### config.mk
export PLATFORM = sky130hd
export DESIGN_NAME = mem_lsu
export DESIGN_NICKNAME = d
export VERILOG_FILES = /design/src/rtl/mem_lsu.sv
export SDC_FILE = /design/constraint.sdc
export NUM_CORES = 1
export LEC_CHECK = 0
export ABC_CLOCK_PERIOD_IN_PS = 2300
export CORE_UTILIZATION = 47
export DETAILED_ROUTE_END_ITERATION = 10
export PLACE_DENSITY = 0.8
export SYNTH_ARGS = -nofsm -noshare
export SYNTH_HDL_FRONTEND = slang
export SYNTH_SLANG_ARGS = --single-unit
### constraint.sdc
create_clock -name clk -period 2.3 [get_ports clk]
set_input_delay 0.23 -clock clk [delete_from_list [all_inputs] [get_ports clk]]
set_output_delay 0.23 -clock clk [all_outputs]
set_load 0.05 [all_outputs]
### src/rtl/mem_lsu.sv
// mem_lsu: MEM-stage load/store unit with a single-outstanding req/ack data bus.
// It aligns and extends load data, builds store byte enables, raises a
// stall while a bus transaction is in flight, and reports access faults.

`ifndef PORT_ADDR_WIDTH
`define PORT_ADDR_WIDTH 32
`endif
`ifndef PORT_DATA_WIDTH
`define PORT_DATA_WIDTH 32
`endif

module mem_lsu #(
  parameter int unsigned TIMEOUT_CYCLES = 255
) (
  input  logic                        clk,
  input  logic                        rst_n,
  input  logic                        mem_lsu_valid_i,
  input  logic                        mem_lsu_load_i,
  input  logic                        mem_lsu_store_i,
  input  logic [2:0]                  mem_lsu_funct3_i,
  input  logic [`PORT_ADDR_WIDTH-1:0] mem_lsu_addr_i,
  input  logic [`PORT_DATA_WIDTH-1:0] mem_lsu_wdata_i,
  input  logic [4:0]                  mem_lsu_rd_i,
  input  logic [`PORT_ADDR_WIDTH-1:0] mem_lsu_pc_i,
  input  logic                        mem_lsu_flush_i,
  output logic                        dbus_req_o,
  output logic                        dbus_we_o,
  output logic [`PORT_ADDR_WIDTH-1:0] dbus_addr_o,
  output logic [`PORT_DATA_WIDTH-1:0] dbus_wdata_o,
  output logic [3:0]                  dbus_be_o,
  input  logic                        dbus_ack_i,
  input  logic [`PORT_DATA_WIDTH-1:0] dbus_rdata_i,
  output logic                        mem_lsu_wb_valid_o,
  output logic [4:0]                  mem_lsu_wb_rd_o,
  output logic [`PORT_DATA_WIDTH-1:0] mem_lsu_wb_data_o,
  output logic                        mem_lsu_stall_o,
  output logic                        mem_lsu_exc_o,
  output logic [1:0]                  mem_lsu_exc_cause_o,
  output logic [`PORT_ADDR_WIDTH-1:0] mem_lsu_exc_pc_o
);

  typedef enum logic {IDLE = 1'b0, REQ = 1'b1} state_t;

  state_t                        state, state_next;
  logic                          mem_op, legal, aligned, accept, exc_idle;
  logic                          timeout, ack_done;
  logic [15:0]                   tmo_cnt;
  logic [2:0]                    lat_funct3;
  logic [1:0]                    lat_off;
  logic [4:0]                    lat_rd;
  logic [`PORT_ADDR_WIDTH-1:0]   lat_pc;
  logic [3:0]                    st_be;
  logic [`PORT_DATA_WIDTH-1:0]   st_wdata;
  logic [7:0]                    rd_byte;
  logic [15:0]                   rd_half;
  logic [`PORT_DATA_WIDTH-1:0]   load_data;

  // Classify the EX/MEM instruction: legality, alignment, accept or fault.
  always_comb begin
    mem_op  = mem_lsu_valid_i & (mem_lsu_load_i | mem_lsu_store_i) & ~mem_lsu_flush_i;
    legal   = 1'b0;
    aligned = 1'b1;
    if (mem_lsu_load_i) begin
      case (mem_lsu_funct3_i)
        3'b000, 3'b001, 3'b010, 3'b100, 3'b101: legal = 1'b1;
        default:                                legal = 1'b0;
      endcase
    end else if (mem_lsu_store_i) begin
      case (mem_lsu_funct3_i)
        3'b000, 3'b001, 3'b010: legal = 1'b1;
        default:                legal = 1'b0;
      endcase
    end
    case (mem_lsu_funct3_i[1:0])
      2'b01:   aligned = ~mem_lsu_addr_i[0];
      2'b10:   aligned = (mem_lsu_addr_i[1:0] == 2'b00);
      default: aligned = 1'b1;
    endcase
    accept   = (state == IDLE) & mem_op & legal & aligned;
    exc_idle = (state == IDLE) & mem_op & ~(legal & aligned);
  end

  // Build the lane-shifted store data and byte enables for the bus.
  always_comb begin
    st_be    = 4'b1111;
    st_wdata = mem_lsu_wdata_i;
    if (mem_lsu_store_i) begin
      case (mem_lsu_funct3_i)
        3'b000: begin
          st_be    = 4'b0001 << mem_lsu_addr_i[1:0];
          st_wdata = {4{mem_lsu_wdata_i[7:0]}};
        end
        3'b001: begin
          st_be    = 4'b0011 << mem_lsu_addr_i[1:0];
          st_wdata = {2{mem_lsu_wdata_i[15:0]}};
        end
        default: ;
      endcase
    end
  end

  // Pick the addressed lane from the read word and sign/zero-extend it.
  always_comb begin
    case (lat_off)
      2'd0:    rd_byte = dbus_rdata_i[7:0];
      2'd1:    rd_byte = dbus_rdata_i[15:8];
      2'd2:    rd_byte = dbus_rdata_i[23:16];
      default: rd_byte = dbus_rdata_i[31:24];
    endcase
    rd_half = lat_off[1] ? dbus_rdata_i[31:16] : dbus_rdata_i[15:0];
    case (lat_funct3)
      3'b000:  load_data = {{24{rd_byte[7]}}, rd_byte};
      3'b001:  load_data = {{16{rd_half[15]}}, rd_half};
      3'b100:  load_data = {24'h0, rd_byte};
      3'b101:  load_data = {16'h0, rd_half};
      default: load_data = dbus_rdata_i;
    endcase
  end

  // State register; reset drops req immediately since req decodes the state.
  always_ff @(posedge clk or negedge rst_n) begin
    if (!rst_n) state <= IDLE;
    else        state <= state_next;
  end

  // Next state: leave IDLE on accept, leave REQ on ack or timeout.
  always_comb begin
    state_next = state;
    case (state)
      IDLE:    if (accept) state_next = REQ;
      REQ:     if (dbus_ack_i || timeout) state_next = IDLE;
      default: state_next = IDLE;
    endcase
  end

  // FSM outputs: bus request, completion/timeout strobes and upstream stall.
  always_comb begin
    dbus_req_o      = (state == REQ);
    ack_done        = (state == REQ) & dbus_ack_i;
    timeout         = (state == REQ) & ~dbus_ack_i & (tmo_cnt == 16'(TIMEOUT_CYCLES - 1));
    mem_lsu_stall_o = accept | ((state == REQ) & ~dbus_ack_i & ~timeout);
  end

  // Latch the accepted access, count REQ cycles, register writeback and faults.
  always_ff @(posedge clk or negedge rst_n) begin
    if (!rst_n) begin
      dbus_we_o           <= 1'b0;
      dbus_addr_o         <= '0;
      dbus_wdata_o        <= '0;
      dbus_be_o           <= 4'b0000;
      lat_funct3          <= 3'b000;
      lat_off             <= 2'b00;
      lat_rd              <= 5'd0;
      lat_pc              <= '0;
      tmo_cnt             <= 16'd0;
      mem_lsu_wb_valid_o  <= 1'b0;
      mem_lsu_wb_rd_o     <= 5'd0;
      mem_lsu_wb_data_o   <= '0;
      mem_lsu_exc_o       <= 1'b0;
      mem_lsu_exc_cause_o <= 2'b00;
      mem_lsu_exc_pc_o    <= '0;
    end else begin
      if (accept) begin
        dbus_we_o    <= mem_lsu_store_i;
        dbus_addr_o  <= {mem_lsu_addr_i[`PORT_ADDR_WIDTH-1:2], 2'b00};
        dbus_wdata_o <= st_wdata;
        dbus_be_o    <= st_be;
        lat_funct3   <= mem_lsu_funct3_i;
        lat_off      <= mem_lsu_addr_i[1:0];
        lat_rd       <= mem_lsu_rd_i;
        lat_pc       <= mem_lsu_pc_i;
        tmo_cnt      <= 16'd0;
      end else if ((state == REQ) && !dbus_ack_i && !timeout) begin
        tmo_cnt <= tmo_cnt + 16'd1;
      end
      mem_lsu_wb_valid_o <= ack_done & ~dbus_we_o;
      if (ack_done && !dbus_we_o) begin
        mem_lsu_wb_rd_o   <= lat_rd;
        mem_lsu_wb_data_o <= load_data;
      end
      mem_lsu_exc_o <= exc_idle | timeout;
      if (exc_idle) begin
        mem_lsu_exc_cause_o <= legal ? 2'b01 : 2'b10;
        mem_lsu_exc_pc_o    <= mem_lsu_pc_i;
      end else if (timeout) begin
        mem_lsu_exc_cause_o <= 2'b11;
        mem_lsu_exc_pc_o    <= lat_pc;
      end
    end
  end

endmodule

==> reports/summary.md, run 1 <==
Setup path
* flop-to-flop setup slack: 410 ps
* worst reg2reg startpoint: lat_off[1]
* Critical Path Source: tmo_cnt[0]
* buffering stage count on the worst path with inverters included: 2
* category of the worst setup path launch point: register
* end of the worst register-to-register path: mem_lsu_wb_data_o[2]
* Crit Path Class: reg -> out
* peak fanout along the critical path: 6
* data arrival time of the critical path: 1890 ps
* CP max stage delay: 440 ps
* Critical Path End Type: primary output
* logic depth of the worst path, buffers included: 7
* number of cells on the worst reg-to-reg path: 5
* cell chain of the critical path: inv_1, ha_1, nor2b_1, nand4_1, o21ai_2, nand2_1, buf_12
* cell with the biggest individual delay on the critical path: dfrtp_1
* Req. time, crit path: 2070 ps
* end of the critical path: mem_lsu_stall_o
* cell family contributing the most delay on the critical path: simple AND/OR/NAND/NOR gates

Cells and area
* layout cells sized above 1: 16.7%
* most frequent cells in the layout: 281 x clkdlybuf4s50_1, 199 x dfrtp_1, 87 x mux2_2, 72 x nand2_1, 69 x nand3_1
* most common library cell in the layout ignoring fill and taps: clkdlybuf4s50_1
* fill cell instance count of the final layout: 1417
* post-route cell area: 13400 sq um
* Net count, final: 1298
* final cell count without fillers: 1429
* Layout Area Growth over Synthesis: 44.1%

Global routing
* Global Route met1 Usage: 35.5%
* most crowded layer after global routing: met2
* Congestion Overflow GR: 0
* met2 demand-to-capacity share in global routing: 45.9%
* number of antenna violations at the first check in global routing: 1
* maximum number of pins on one net before global-route repair: 57
* All-Layer GR Usage: 27.9%
* global-route track usage on met3: 5.40%
* first-pass GRT wire length: 43900 microns
* vias in the first global route: 8337

Timing
* count of final hold-check violations: 0
* unrepaired setup endpoints after global routing: false
* slew at the pin closest to its max-slew limit: 608 ps
* Period Utilization, post-route: 92.4%
* clock skew: 12.0 ps
* fmax: 0.471 GHz
* number of pins exceeding their max-slew limit in the final report: 0
* worst rel slew slack: 59.4%
* total setup violations reported at the end of the flow: 0
* final critical delay including setup and external delays: 2120 ps

Drt
* detail-routed via count per cell: 5.60
* antenna viol nets, final: 0
* count of routing violations after the opening detailed-route iteration: 440
* First-pass DRT Iterations: 5
* remaining routing DRC violations: 0
* Via Count: 8007
* WL/cell: 18.9 microns
* detailed-route wire length: 27000 microns

Clock network
* maximum level of the CTS H-tree: 4
* clock tree sinks: 199
* clock-pin slew reported for the worst setup and hold paths after clock tree synthesis: 70 ps
* clock tree from TritonCTS: done
* clock latency reported for the late side of the worst-skew pair: 440 ps
* Longest Clk Path Bufs: 2
* TritonCTS Buffers: 17
* Clock Tree Root: clkbuf_16

Place
* DPL Wire Length: 19000 microns
* Cell Count Post-Placement: 1391
* Final Wtd Congestion: 0.826
* number of port buffers: 284
* total cell area at the placement stage: 12800 sq um

Job
* number of max-capacitance violations reported: 0

Synth
* post-synth design cell area: 9330 sq um
* dominant register cell in the synthesized netlist: dfrtp_1
* Yosys reg bits: 199
* portion of synthesized cell area occupied by the leading cell type: 53.4%
* post-synthesis share of cell area spent on xor and xnor gates: 0.282%
* share of the synthesized area in compound gates (AO/OA/AOI/OAI): 14.2%
* count of unique library cells instantiated by Yosys: 56
* simple-gate share of the synthesized area: 11.3%
* number of synthesized flops with an enable pin: 0
* most area-hungry cell type in the Yosys netlist: dfrtp_1
* Syn Inst Count: 852
* Synth Area per Inst: 10.9 sq um
* largest family of logic cells by synthesized area: multiplexers
* most area-consuming cells after synthesis: dfrtp_1 53%, mux2_2 11%, nand3_1 3.7%
* arithmetic-cell share of the synthesized area counting full adders, half adders and majority gates: 0.671%
* Synth async-reset ratio: 100%
* multiplexer area fraction after synthesis: 14.2%
* sequential cell area fraction in the yosys report: 53.4%
* synthesis warning total: 0

Die
* die width: 143 microns
* height of the chip: 143 microns
* Die Area: 20400 sq um
* Site Rows: 51
* count of pins on the block boundary: 287
* area of the core: 19500 sq um
* initial core utilization: 47.9%

Power
* Pwr per Cell Area: 1170 nW/um^2
* Pleak: 5.73 nW
* Peak supply drop: 0.000646 V

Worst hold path
* number of cells on the worst hold path: 2
* type of the most critical hold path: in -> reg
* startpoint of the most critical hold path: mem_lsu_funct3_i[0]

Status
* status: finished, final reports clean

==> layer usage <==
layer	share of wire, %	vias to the layer above
met1	41	3947
met3	6.0	64
met4	4.0	0
met2	49	330
met5	0	-
li1	-	3666
==> logic make-up after synthesis <==
| family | Yosys count |
|---|---|
| AND/OR/NAND/NOR | 214 |
| adder cells (fa/ha/maj) | 5 |
| XOR/XNOR | 3 |
| flip-flops | 199 |
| buffers and inverters | 122 |
| multiplexers | 120 |
| AO/OA/AOI/OAI | 188 |
| other | 1 |
==> what timing repair did <==
item                                   CTS  global route
setup endpoints to repair                1             1
endpoints found under the hold margin   52             0
resized for setup                        3             2
pin swaps                                3             1
hold buffers                             1             0
setup buffers                            3             1
==> through the flow <==
stage	utilization, %	power [mW]	worst slack [ps]	hold WS, ps	setup TNS, ps
after floorplan	-	9.87	153	-65.6	0
after global placement	65.6	12.5	-91.1	228	-4060
final	69.1	15.7	176	124	0
after CTS	69.0	15.8	27.9	333	0
after global routing	69.1	16.4	36.2	143	0
after detailed placement	65.6	12.7	-169	241	-8930
==> power by group <==
part           internal (mW)  switching [mW]
clock network           1.65            1.44
logic                   2.65            4.69
registers               4.63           0.681
==> worst min path at each step <==
| stage | to | slack, ps |
|---|---|---|
| final | lat_funct3[0] | 120 |
| after global routing | lat_funct3[0] | 140 |
| after CTS | tmo_cnt[10] | 330 |
| after detailed placement | mem_lsu_exc_pc_o[25] | 240 |
| after global placement | mem_lsu_exc_pc_o[22] | 230 |
| after floorplan | dbus_addr_o[10] | -70 |
==> cell usage after synthesis (2+ instances only) <==
master,instances
clkbuf_1,45
nand3b_1,2
or3_1,11
or4_1,2
nand2_1,72
and3_1,4
a21oi_1,34
nand3_1,69
xnor2_1,3
mux2i_1,29
o311ai_0,30
nand3_2,2
mux2_2,87
mux2_1,3
o31ai_1,7
o211ai_1,30
o21ai_0,29
nor2_1,21
a31oi_1,24
nand2b_1,12
o211a_1,3
a211oi_1,4
inv_1,55
nor3_1,2
a22oi_1,8
nor4_1,3
buf_4,5
nand4_1,3
nor2b_1,5
dfrtp_1,199
a2bb2o_1,6
ha_1,5
buf_2,10
buf_6,6
==> area by class of cell <==
cell class                      instances  area [sq um]  share of cell area [%]
Antenna cell                            1          2.50                  0.0186
Clock buffer                           17           425                    3.16
Clock inverter                         15           185                    1.38
Inverter                               55           206                    1.54
Multi-Input combinational cell        532          3840                    28.6
Sequential cell                       199          4980                    37.0
Tap cell                              265           332                    2.47
Timing Repair Buffer                  345          3470                    25.8
==> worst register-to-register path, stage by stage (launching register included) <==
cell and delay (ps):
dfrtp_1 570, buf_4 260, inv_1 70, a21oi_1 400, a2bb2o_1 330, o21ai_0 170
==> sequential cells by signal (all words and copies together) (netlist names) <==
| register | flops |
|---|---|
| tmo_cnt | 16 |
| dbus_addr_o | 30 |
| mem_lsu_wb_valid_o | 1 |
| dbus_we_o | 1 |
| dbus_req_o | 1 |
| lat_funct3 | 3 |
| mem_lsu_wb_data_o | 32 |
| mem_lsu_wb_rd_o | 5 |
| lat_off | 2 |
| lat_pc | 32 |
| dbus_be_o | 4 |
| dbus_wdata_o | 32 |
| mem_lsu_exc_cause_o | 2 |
| lat_rd | 5 |
| mem_lsu_exc_pc_o | 32 |
| mem_lsu_exc_o | 1 |
Note: power is estimated with default switching activity, not from simulation.
==> inputs of run 2 (changes only) <==
--- a/config.mk
+++ b/config.mk
@@ -7,6 +7,7 @@
 export LEC_CHECK = 0
 export ABC_CLOCK_PERIOD_IN_PS = 2300
 export CORE_UTILIZATION = 47
+export CTS_CLUSTER_SIZE = 28
 export DETAILED_ROUTE_END_ITERATION = 10
 export PLACE_DENSITY = 0.8
 export SYNTH_ARGS = -nofsm -noshare
==> results of run 2 <==
Same layout as run 1: the final DEF is identical, and so are final timing and power.
==> inputs of run 3 (changes only) <==
==> config.mk (replaced) <==
export PLATFORM = sky130hd
export DESIGN_NAME = mem_lsu
export DESIGN_NICKNAME = d
export VERILOG_FILES = /design/src/rtl/mem_lsu.sv
export SDC_FILE = /design/constraint.sdc
export NUM_CORES = 1
export LEC_CHECK = 0
export ABC_CLOCK_PERIOD_IN_PS = 1950
export CORE_UTILIZATION = 43
export CTS_CLUSTER_SIZE = 28
export DETAILED_ROUTE_END_ITERATION = 10
export PLACE_DENSITY = 0.77
export SYNTH_ARGS = -nofsm -noshare
export SYNTH_HDL_FRONTEND = slang
export SYNTH_SLANG_ARGS = --single-unit
==> constraint.sdc (replaced) <==
create_clock -name clk -period 1.95 [get_ports clk]
set_input_delay 0.195 -clock clk [delete_from_list [all_inputs] [get_ports clk]]
set_output_delay 0.195 -clock clk [all_outputs]
set_load 0.05 [all_outputs]
==> reports/summary.md, run 3 (synthesis gave the netlist of run 1 again) <==
Drt
* Via Count: 8059, +0.65%
* antenna viol nets, final: 0, unchanged
* remaining routing DRC violations: 0, unchanged
* detail-routed via count per cell: 5.52, -1.5%
* detailed-route wire length: 27700 microns, +2.4%
* First-pass DRT Iterations: 4, -1
* WL/cell: 19.0 microns, +0.25%
* count of routing violations after the opening detailed-route iteration: 521, +18%

Status
* status: complete, but fails checks
* violations in the final reports: setup timing

Clock network
* maximum level of the CTS H-tree: 4, unchanged
* Longest Clk Path Bufs: 2, unchanged
* TritonCTS Buffers: 17, unchanged
* clock latency reported for the late side of the worst-skew pair: 440 ps, about the same
* clock-pin slew reported for the worst setup and hold paths after clock tree synthesis: 70 ps, about the same
* Clock Tree Root: clkbuf_16
* clock tree sinks: 199, unchanged
* clock tree from TritonCTS: done

Power
* Tot Pwr: 18.5 mW, +17%
* net switching power: 8.11 mW, +19%
* relative contribution of sequential cells to total power: 33.7%, about the same
* cell internal pwr: 10.4 mW, +16%
* Pleak: 5.86 nW, +2.2%
* switching share of power: 43.9%, +0.60 points
* Peak supply drop: 0.000784 V, +21%
* Pwr per Cell Area: 1350 nW/um^2, +15%
* combinational power share: 47.4%, +0.8 points
* relative contribution of the clock network to total power: 18.9%, -0.8 points

Die
* height of the chip: 149 microns, +4.5%
* count of pins on the block boundary: 287, unchanged
* die width: 149 microns, +4.5%
* area of the core: 21200 sq um, +8.7%
* Site Rows: 53, +3.9%
* initial core utilization: 44.1%, -3.8 points
* Die Area: 22300 sq um, +9.2%

Setup path
* Critical Path End Type: primary output
* Req. time, crit path: 1750 ps, -320 ps
* Crit Path Class: reg -> out
* category of the worst setup path launch point: register
* data arrival time of the critical path: 1830 ps, -60 ps
* peak fanout along the critical path: 2, -4
* number of cells on the worst reg-to-reg path: 7, +2

Place
* number of port buffers: 284, unchanged
* Final Wtd Congestion: 0.831, +0.58%
* Cell Count Post-Placement: 1410, +1.4%
* DPL Wire Length: 19000 microns, -0.14%

Cells and area
* final cell count without fillers: 1460, +2.2%
* FF+latch area: 4980 sq um, about the same
* multi-input combinational cell area: 3870 sq um, +0.65%
* share of the core filled with cells: 64.8%, -4.2 points
* layout cells sized above 1: 18.9%, +2.3 points
* most common library cell in the layout ignoring fill and taps: clkdlybuf4s50_1
* fill cell instance count of the final layout: 1626, +15%
* most frequent cells in the layout: 277 x clkdlybuf4s50_1, 198 x dfrtp_1, 87 x mux2_2, 71 x nand2_1, 69 x nand3_1
* Layout Area Growth over Synthesis: 47.1%
* Net count, final: 1318, +1.5%

Timing
* fmax: 0.493 GHz
* crit path setup slack, layout: -79.7 ps, -255 ps
* unrepaired setup endpoints after global routing: true
* count of final hold-check violations: 0, unchanged
* worst rel slew slack: 62.4%, +3.1 points
* slew at the pin closest to its max-slew limit: 562 ps, -46.0 ps
* number of pins exceeding their max-slew limit in the final report: 0, unchanged
* final hold slack: 100 ps, -23.4 ps
* Period Utilization, post-route: 104%
* final critical delay including setup and external delays: 2030 ps
* clock skew: 15.7 ps, +3.70 ps
* total setup violations reported at the end of the flow: 1, +1

Global routing
* All-Layer GR Usage: 25.0%, -2.9 points
* number of antenna violations at the first check in global routing: 2, +1
* vias in the first global route: 7992, -4.1%
* maximum number of pins on one net before global-route repair: 54, -5.3%
* Congestion Overflow GR: 0, unchanged
* first-pass GRT wire length: 43200 microns, -1.7%

Worst hold path
* number of cells on the worst hold path: 3, +1
* type of the most critical hold path: in -> reg

Job
* number of max-capacitance violations reported: 0, unchanged

[run 3: changes by cell type in the layout (fill, tap and decap cells not counted), sizes merged]
cell,delta
buf,+18
clkbuf,+4
clkdlybuf4s50,-4
clkinv,+3
bufinv,-2
dlygate4sd2,+2
clkinvlp,-1
diode,+1
[run 3: timing repair]
item                                    in CTS  in global routing
hold buffers                                 1                  0
resized for setup                           10                 11
gates cloned                                 0                  4
pin swaps                                    6                  5
setup buffers                                7                  4
endpoints found under the setup margin      16                 61
endpoints found under the hold margin       45                  0
[run 3: power by group through the flow]
stage	Clock, mW	Combinational, mW	Sequential, mW
after floorplan	0	1.83	9.81
after global placement	0	8.59	6.24
after global routing	3.73	9.18	6.38
after detailed placement	0	8.70	6.30
after CTS	3.56	8.77	6.23
final	3.49	8.76	6.23
[run 3: cell type report]
cell class                      instances  area share [%]
Timing Repair Buffer                  365            27.2
Tap cell                              275            2.51
Multi-Input combinational cell        532            28.2
Clock buffer                           17            3.10
Sequential cell                       199            36.3
Clock inverter                         15            1.15
Inverter                               55            1.50
Antenna cell                            2          0.0365
[run 3: stage by stage]
| step | setup TNS [ps] | worst slack, ps | cell area, sq um |
|---|---|---|---|
| final | -79.7 | -79.7 | 13700 |
| after global routing | -185 | -185 | 13700 |
| after CTS | -76.9 | -76.9 | 13600 |
| after detailed placement | -59720 | -496 | 12900 |
| after global placement | -52360 | -418 | 12900 |
| after floorplan | 0 | 37.1 | 9340 |
[run 3: final timing paths]
path / slack [ps] / start / to
worst max-delay path: -80 / tmo_cnt[0] / mem_lsu_stall_o
worst min-delay path: 100 / mem_lsu_funct3_i[1] / lat_funct3[1]
worst max register to register: 110 / dbus_req_o / lat_pc[4]
worst min register to register: 470 / lat_rd[2] / mem_lsu_wb_rd_o[2]
max in group asynchronous: 1030 / rst_n / dbus_addr_o[4]
min in group asynchronous: 280 / rst_n / mem_lsu_exc_pc_o[17]
[run 3: per-layer routing]
metal,GRT usage [%],wire length [microns],up-vias
met5,0,0,-
met4,10.5,805,0
li1,-,-,3718
met3,5.57,1630,44
met1,32.6,11700,4012
met2,40.1,13600,285
[run 3: critical path, cell delays in order (launching register included)]
cell and delay, ps:
dfrtp_1 380, inv_1 70, ha_2 180, nor2b_4 140, nand4_1 160, o21ai_2 220
nand2_2 100, buf_12 160
==> patch 1 (settings of run 1) <==
The macro `PORT_ADDR_WIDTH` goes from 32 to 16.
--- a/src/rtl/mem_lsu.sv
+++ b/src/rtl/mem_lsu.sv
@@ -5,3 +5,3 @@
 `ifndef PORT_ADDR_WIDTH
-`define PORT_ADDR_WIDTH 32
+`define PORT_ADDR_WIDTH 16
 `endif
Interface: changed (resized dbus_addr_o, mem_lsu_addr_i, mem_lsu_exc_pc_o and mem_lsu_pc_i); port bits go from 287 to 223. The function was not compared with the original's and may differ.
==> patch 1 against run 1 <==
- final area is 22% lower
- total power is 19% lower
- highest routed layer unchanged
- critical path type is now in2out
- maximum frequency is 3.8% lower
- wire length is 24% lower
- critical path depth is 1 higher
- sequential cell count is 48 lower
- first-iteration DRC count is 3.4% lower
- worst setup slack worse by 0.083 ns
- synthesized area is 22% lower
- sequential share of layout area is 1.2 points lower
- cell count is 21% lower
==> patch 1: results (changes against run 1) <==
| Metric | Value |
|---|---|
| Antenna violations before repair | `0 (-1)` |
| Largest net degree at the start of global routing | `63 (+11%)` |
| Yosys Warn Count | `0 (unchanged)` |
| Post-Place Cell Area | `9920 um^2 (-22%)` |
| Post-synth ARST share | `1.00 (unchanged)` |
| Routed WL | `20500 um (-24%)` |
| Worst slew margin | `0.588 (-0.00537)` |
| Skew final | `0.00666 ns (-0.00531 ns)` |
| Diodes inserted | `0 (-1)` |
| Netlist cell types | `59 (+5.4%)` |
| Data arrival, critical path | `1.98 ns (+0.09 ns)` |
| R2R Setup Slk | `0.25 ns (-0.16 ns)` |
| NumNets Final | `1042 (-20%)` |
| Hold_sp | `mem_lsu_funct3_i[0]` |
| DR iter-0 viols | `425 (-3.4%)` |
| HPWL after DPL | `14200 um (-25%)` |
| Worst-path fanout max | `13 (+7)` |
| R2r startpoint | `tmo_cnt[0]$_DFFE_PN0P_` |
| Top post-synthesis cells by area | `dfrtp_1 52%, mux2_2 7.3%, mux2i_1 4.0%` |
| GR Util All Layers | `0.269 (-0.00960)` |
| CP top delay family | `buffers and inverters` |
| Drt pass-1 iters | `5 (unchanged)` |
| R2R cell count | `7 (+2)` |
| Worst skew pair latency | `0.42 ns (-0.02 ns)` |
| Post-Route M1 WL | `8560 um (-23%)` |
| Capturing point of the worst reg2reg path | `mem_lsu_exc_pc_o[13]$_DFFE_PN0P_` |
| Hold slack | `0.243 ns (+0.120 ns)` |
| Std cell rows | `45 (-12%)` |
| Area of the mapped netlist | `7250 um^2 (-22%)` |
| Slowest stage cell, crit path | `clkdlybuf4s50_1` |
| Status | `finished, final reports clean` |
| Sequential share of the synthesized area | `0.521 (-0.0129)` |
| Layout cells sized above 1 | `0.151 (-0.0156)` |
| Drt via density | `5.71 (+1.9%)` |
| Met3 Wirelength | `1630 um (-0.37%)` |
| Peak VDD IR | `811 uV (+26%)` |
| Slowest stage delay, CP | `0.50 ns (+0.06 ns)` |
| Synth top cells by count | `151 x dfrtp_1, 73 x nand2_1, 52 x nand3_1` |
| Number of port buffers | `220 (-23%)` |
| Routed length on met2 | `9900 um (-25%)` |
| First-pass GRT wire length | `33400 um (-24%)` |
| DRC viols | `0 (unchanged)` |
| Number of global-route vias before repair | `6462 (-22%)` |
| Global placement routability congestion | `0.805 (-2.6%)` |
| Static Leak | `4.52 nW (-21%)` |
-- patch 1: cell count changes after synthesis, sizes merged, moves of 17 or more --
cell,run 1,this run
mux2,90,58
dfrtp,199,151
o311ai,31,8
nand3,71,54
o211ai,31,9
inv,55,32
-- patch 1: logic make-up after synthesis --
family	after synthesis	share of synthesized area
and+or+nand+nor	197	0.136
AOI/OAI and AO/OA	163	0.150
DFF	151	0.521
muxes	88	0.133
buffers and inverters	81	0.0467
adders and majority gates	5	0.00863
xor gates and xnor gates	3	0.00362
other	1	0.000517
-- patch 1: what timing repair did --
action	CTS	global route
hold buffers	1	0
gates resized for setup	3	0
buffers inserted	3	0
hold endpoints to repair	60	0
endpoints found under the setup margin	1	0
-- patch 1: worst max path at each step --
stage          cells past startpoint                  from                           end
6_report                           8   mem_lsu_funct3_i[1]               mem_lsu_stall_o
5_1_grt                            8   mem_lsu_funct3_i[1]               mem_lsu_stall_o
4_1_cts                            8   mem_lsu_funct3_i[1]               mem_lsu_stall_o
3_5_place_dp                       9   mem_lsu_funct3_i[0]   dbus_wdata_o[8]$_DFFE_PN0P_
3_3_place_gp                       9   mem_lsu_funct3_i[0]  dbus_wdata_o[15]$_DFFE_PN0P_
2_1_floorplan                      5  dbus_req_o$_DFF_PN0_   dbus_addr_o[10]$_DFFE_PN0P_
-- patch 1: where the power goes --
group | total (mW) | internal (mW) | switching [mW] | leakage (nW)
sequential | 4.09 | 3.54 | 0.549 | 1.84
clock | 2.76 | 1.66 | 1.10 | 0.269
combinational | 5.93 | 2.11 | 3.82 | 2.41
-- patch 1: area by class of cell --
class	instances	area, um^2
clock inverter	10	120
clock buffer	22	464
inverter	32	120
timing repair buffer	266	2650
sequential	151	3780
fill	1131	4610
multi-input combinational	458	3170
tap	188	235
-- patch 1: layer usage --
| metal | GRT usage | vias up |
|---|---|---|
| li1 | - | 2968 |
| met1 | 0.336 | 3134 |
| met2 | 0.443 | 283 |
| met3 | 0.0777 | 47 |
| met4 | 0.103 | 0 |
| met5 | 0 | - |
-- patch 1: worst register-to-register path: stages, from the launching register on --
cell and delay, ns:
dfrtp_1 0.43, inv_1 0.08, ha_1 0.15, nor2b_1 0.16
nand4_1 0.15, buf_4 0.20, nor2_1 0.49, o311ai_0 0.23
-- patch 1: through the flow --
| step | setup WS (ns) | setup TNS [ns] | cells |
|---|---|---|---|
| 2_1_floorplan | 0.254 | 0 | 690 |
| 3_3_place_gp | -0.0537 | -0.895 | 1091 |
| 3_5_place_dp | -0.206 | -6.61 | 1091 |
| 4_1_cts | 0.0993 | 0 | 1127 |
| 5_1_grt | 0.0312 | 0 | 1127 |
| 6_report | 0.0923 | 0 | 1127 |
==> patch 2 (config.mk and constraints of run 1) <==
Made on the original files. Reset style: synchronous (`rst_n`), changed in 2 clocked blocks.
--- a/src/rtl/mem_lsu.sv
+++ b/src/rtl/mem_lsu.sv
@@ -120,3 +120,3 @@
   // State register; reset drops req immediately since req decodes the state.
-  always_ff @(posedge clk or negedge rst_n) begin
+  always_ff @(posedge clk) begin
     if (!rst_n) state <= IDLE;
@@ -144,3 +144,3 @@
   // Latch the accepted access, count REQ cycles, register writeback and faults.
-  always_ff @(posedge clk or negedge rst_n) begin
+  always_ff @(posedge clk) begin
     if (!rst_n) begin
Behaviour: differs if rst_n is asserted again (counterexample within 4 cycles, from zero or initial values and one cycle with rst_n low); with rst_n held inactive, the same outputs for 4 cycles.
==> patch 2 against run 1 <==
- the run now ends with design-rule violations left
- register-to-register slack got worse by 0.15 ns
- synthesized cell count rose by 22%
- die area fell by 5.2%
- worst setup slack got worse by 0.065 ns
- final area fell by 5.1%
- wire length fell by 2.3%
- synthesized area fell by 5.3%
- global-route usage fell by 0.43 points
- sequential share of layout area fell by 5.8 points
- sequential cell count did not move
- critical path type unchanged
Power is not compared: it rests on default switching activity, and its combinational part moved more than twofold at a synthesized area within 25%.
==> patch 2: results (changes against run 1) <==
| Metric | Value |
|---|---|
| Status | `finished, violations left` |
| Failing checks | `design-rule violations` |
| Hold path endpoint | `dbus_wdata_o[1]$_SDFFE_PN0P_` |
| Capturing point of the worst reg2reg path | `mem_lsu_exc_pc_o[9]$_SDFFE_PN0P_` |
| Global placement routability congestion | `0.854 (+3.3%)` |
| Comb_multi_in | `740 (+39%)` |
| Drt via density | `5.52 (-1.5%)` |
| Post-Route M1 WL | `11100 um (-0.36%)` |
| Post-synth ARST share | `0 (-1.00)` |
| HPWL after DPL | `18100 um (-4.9%)` |
| NumNets Final | `1444 (+11%)` |
| Top post-synthesis cells by area | `dfxtp_1 45%, nand2_1 10%, o211a_1 5.0%` |
| Slowest stage delay, CP | `0.38 ns (-0.06 ns)` |
| First-pass GRT wire length | `42600 um (-2.9%)` |
| DRC viols | `19 (+19)` |
| Clk cell area share | `0.0483 (+0.00284)` |
| Post-synthesis compound-gate area fraction | `0.262 (+0.121)` |
| Xor/xnor share of the synthesized area | `0.0139 (+0.0111)` |
| Setup repair bufs after CTS | `1 (-2)` |
| Slowest stage cell, crit path | `dfxtp_1` |
| Routed WL | `26400 um (-2.3%)` |
| Seq area share | `0.312 (-0.0579)` |
| Synth top cells by count | `247 x nand2_1, 199 x dfxtp_1, 65 x clkbuf_1` |
| Top FF cell, synth | `dfxtp_1` |
| R2R Setup Slk | `0.26 ns (-0.15 ns)` |
| Mean Syn Cell Area | `8.52 um^2 (-22%)` |
| Fraction of area in multi-input gates | `0.353 (+0.0678)` |
| Hold_sp | `rst_n` |
| R2r startpoint | `tmo_cnt[1]$_SDFFE_PP0P_` |
| Grt met3 use | `0.0687 (+0.0147)` |
| Worst slew margin | `0.579 (-0.0148)` |
| Largest net degree at the start of global routing | `116 (+100%)` |
| Routed length on met2 | `12800 um (-2.4%)` |
| R2R cell count | `8 (+3)` |
| Power Total | `7.73 mW` |
| Drt pass-1 iters | `8 (+3)` |
| Proportion of synthesized area in mux cells | `0.0319 (-0.110)` |
| Clock buffers | `20 (+3)` |
| Bufs w/o clock | `329 (-4.6%)` |
| Met1 Usage GRT | `0.339 (-0.0155)` |
| Filler cell count | `1481 (+4.5%)` |
| DR iter-0 viols | `608 (+38%)` |
| Inverters | `9 (-84%)` |
| Top Metal Used | `met5` |
| Number of global-route vias before repair | `8222 (-1.4%)` |
| Skew final | `0.0126 ns (+0.000621 ns)` |
| FFs & Latches | `199 (unchanged)` |
| Post-Synthesis Cells | `1037 (+22%)` |
| Adder-cell share of the synthesized area | `0.00708 (+0.000372)` |
| Met3 Wirelength | `1910 um (+17%)` |
| Layout cells sized above 1 | `0.0833 (-0.0835)` |
| Post-Place Cell Area | `12100 um^2 (-5.4%)` |
| DR vias | `8495 (+6.1%)` |
patch 2: cell count changes after synthesis, moves of 31 or more:
cell,before,now
dfxtp_1,0,199
dfrtp_1,199,0
o211a_1,3,44
a21boi_0,0,56
o21ai_0,29,61
inv_1,55,9
nand2_1,72,247
mux2_2,87,15
o21a_1,0,34
a21boi_1,0,31
nand3_1,69,37
patch 2: metrics by stage:
| step | setup WS, ns | util | setup TNS (ns) | hold WS, ns |
|---|---|---|---|---|
| 3_5_place_dp | -0.383 | 0.664 | -36.33 | 0.446 |
| 3_3_place_gp | -0.286 | 0.664 | -22.82 | 0.440 |
| 5_1_grt | 0.00839 | 0.701 | 0 | 0.130 |
| 6_report | 0.110 | 0.701 | 0 | 0.139 |
| 4_1_cts | 0.0888 | 0.700 | 0 | 0.128 |
| 2_1_floorplan | 0.187 | - | 0 | 0.365 |
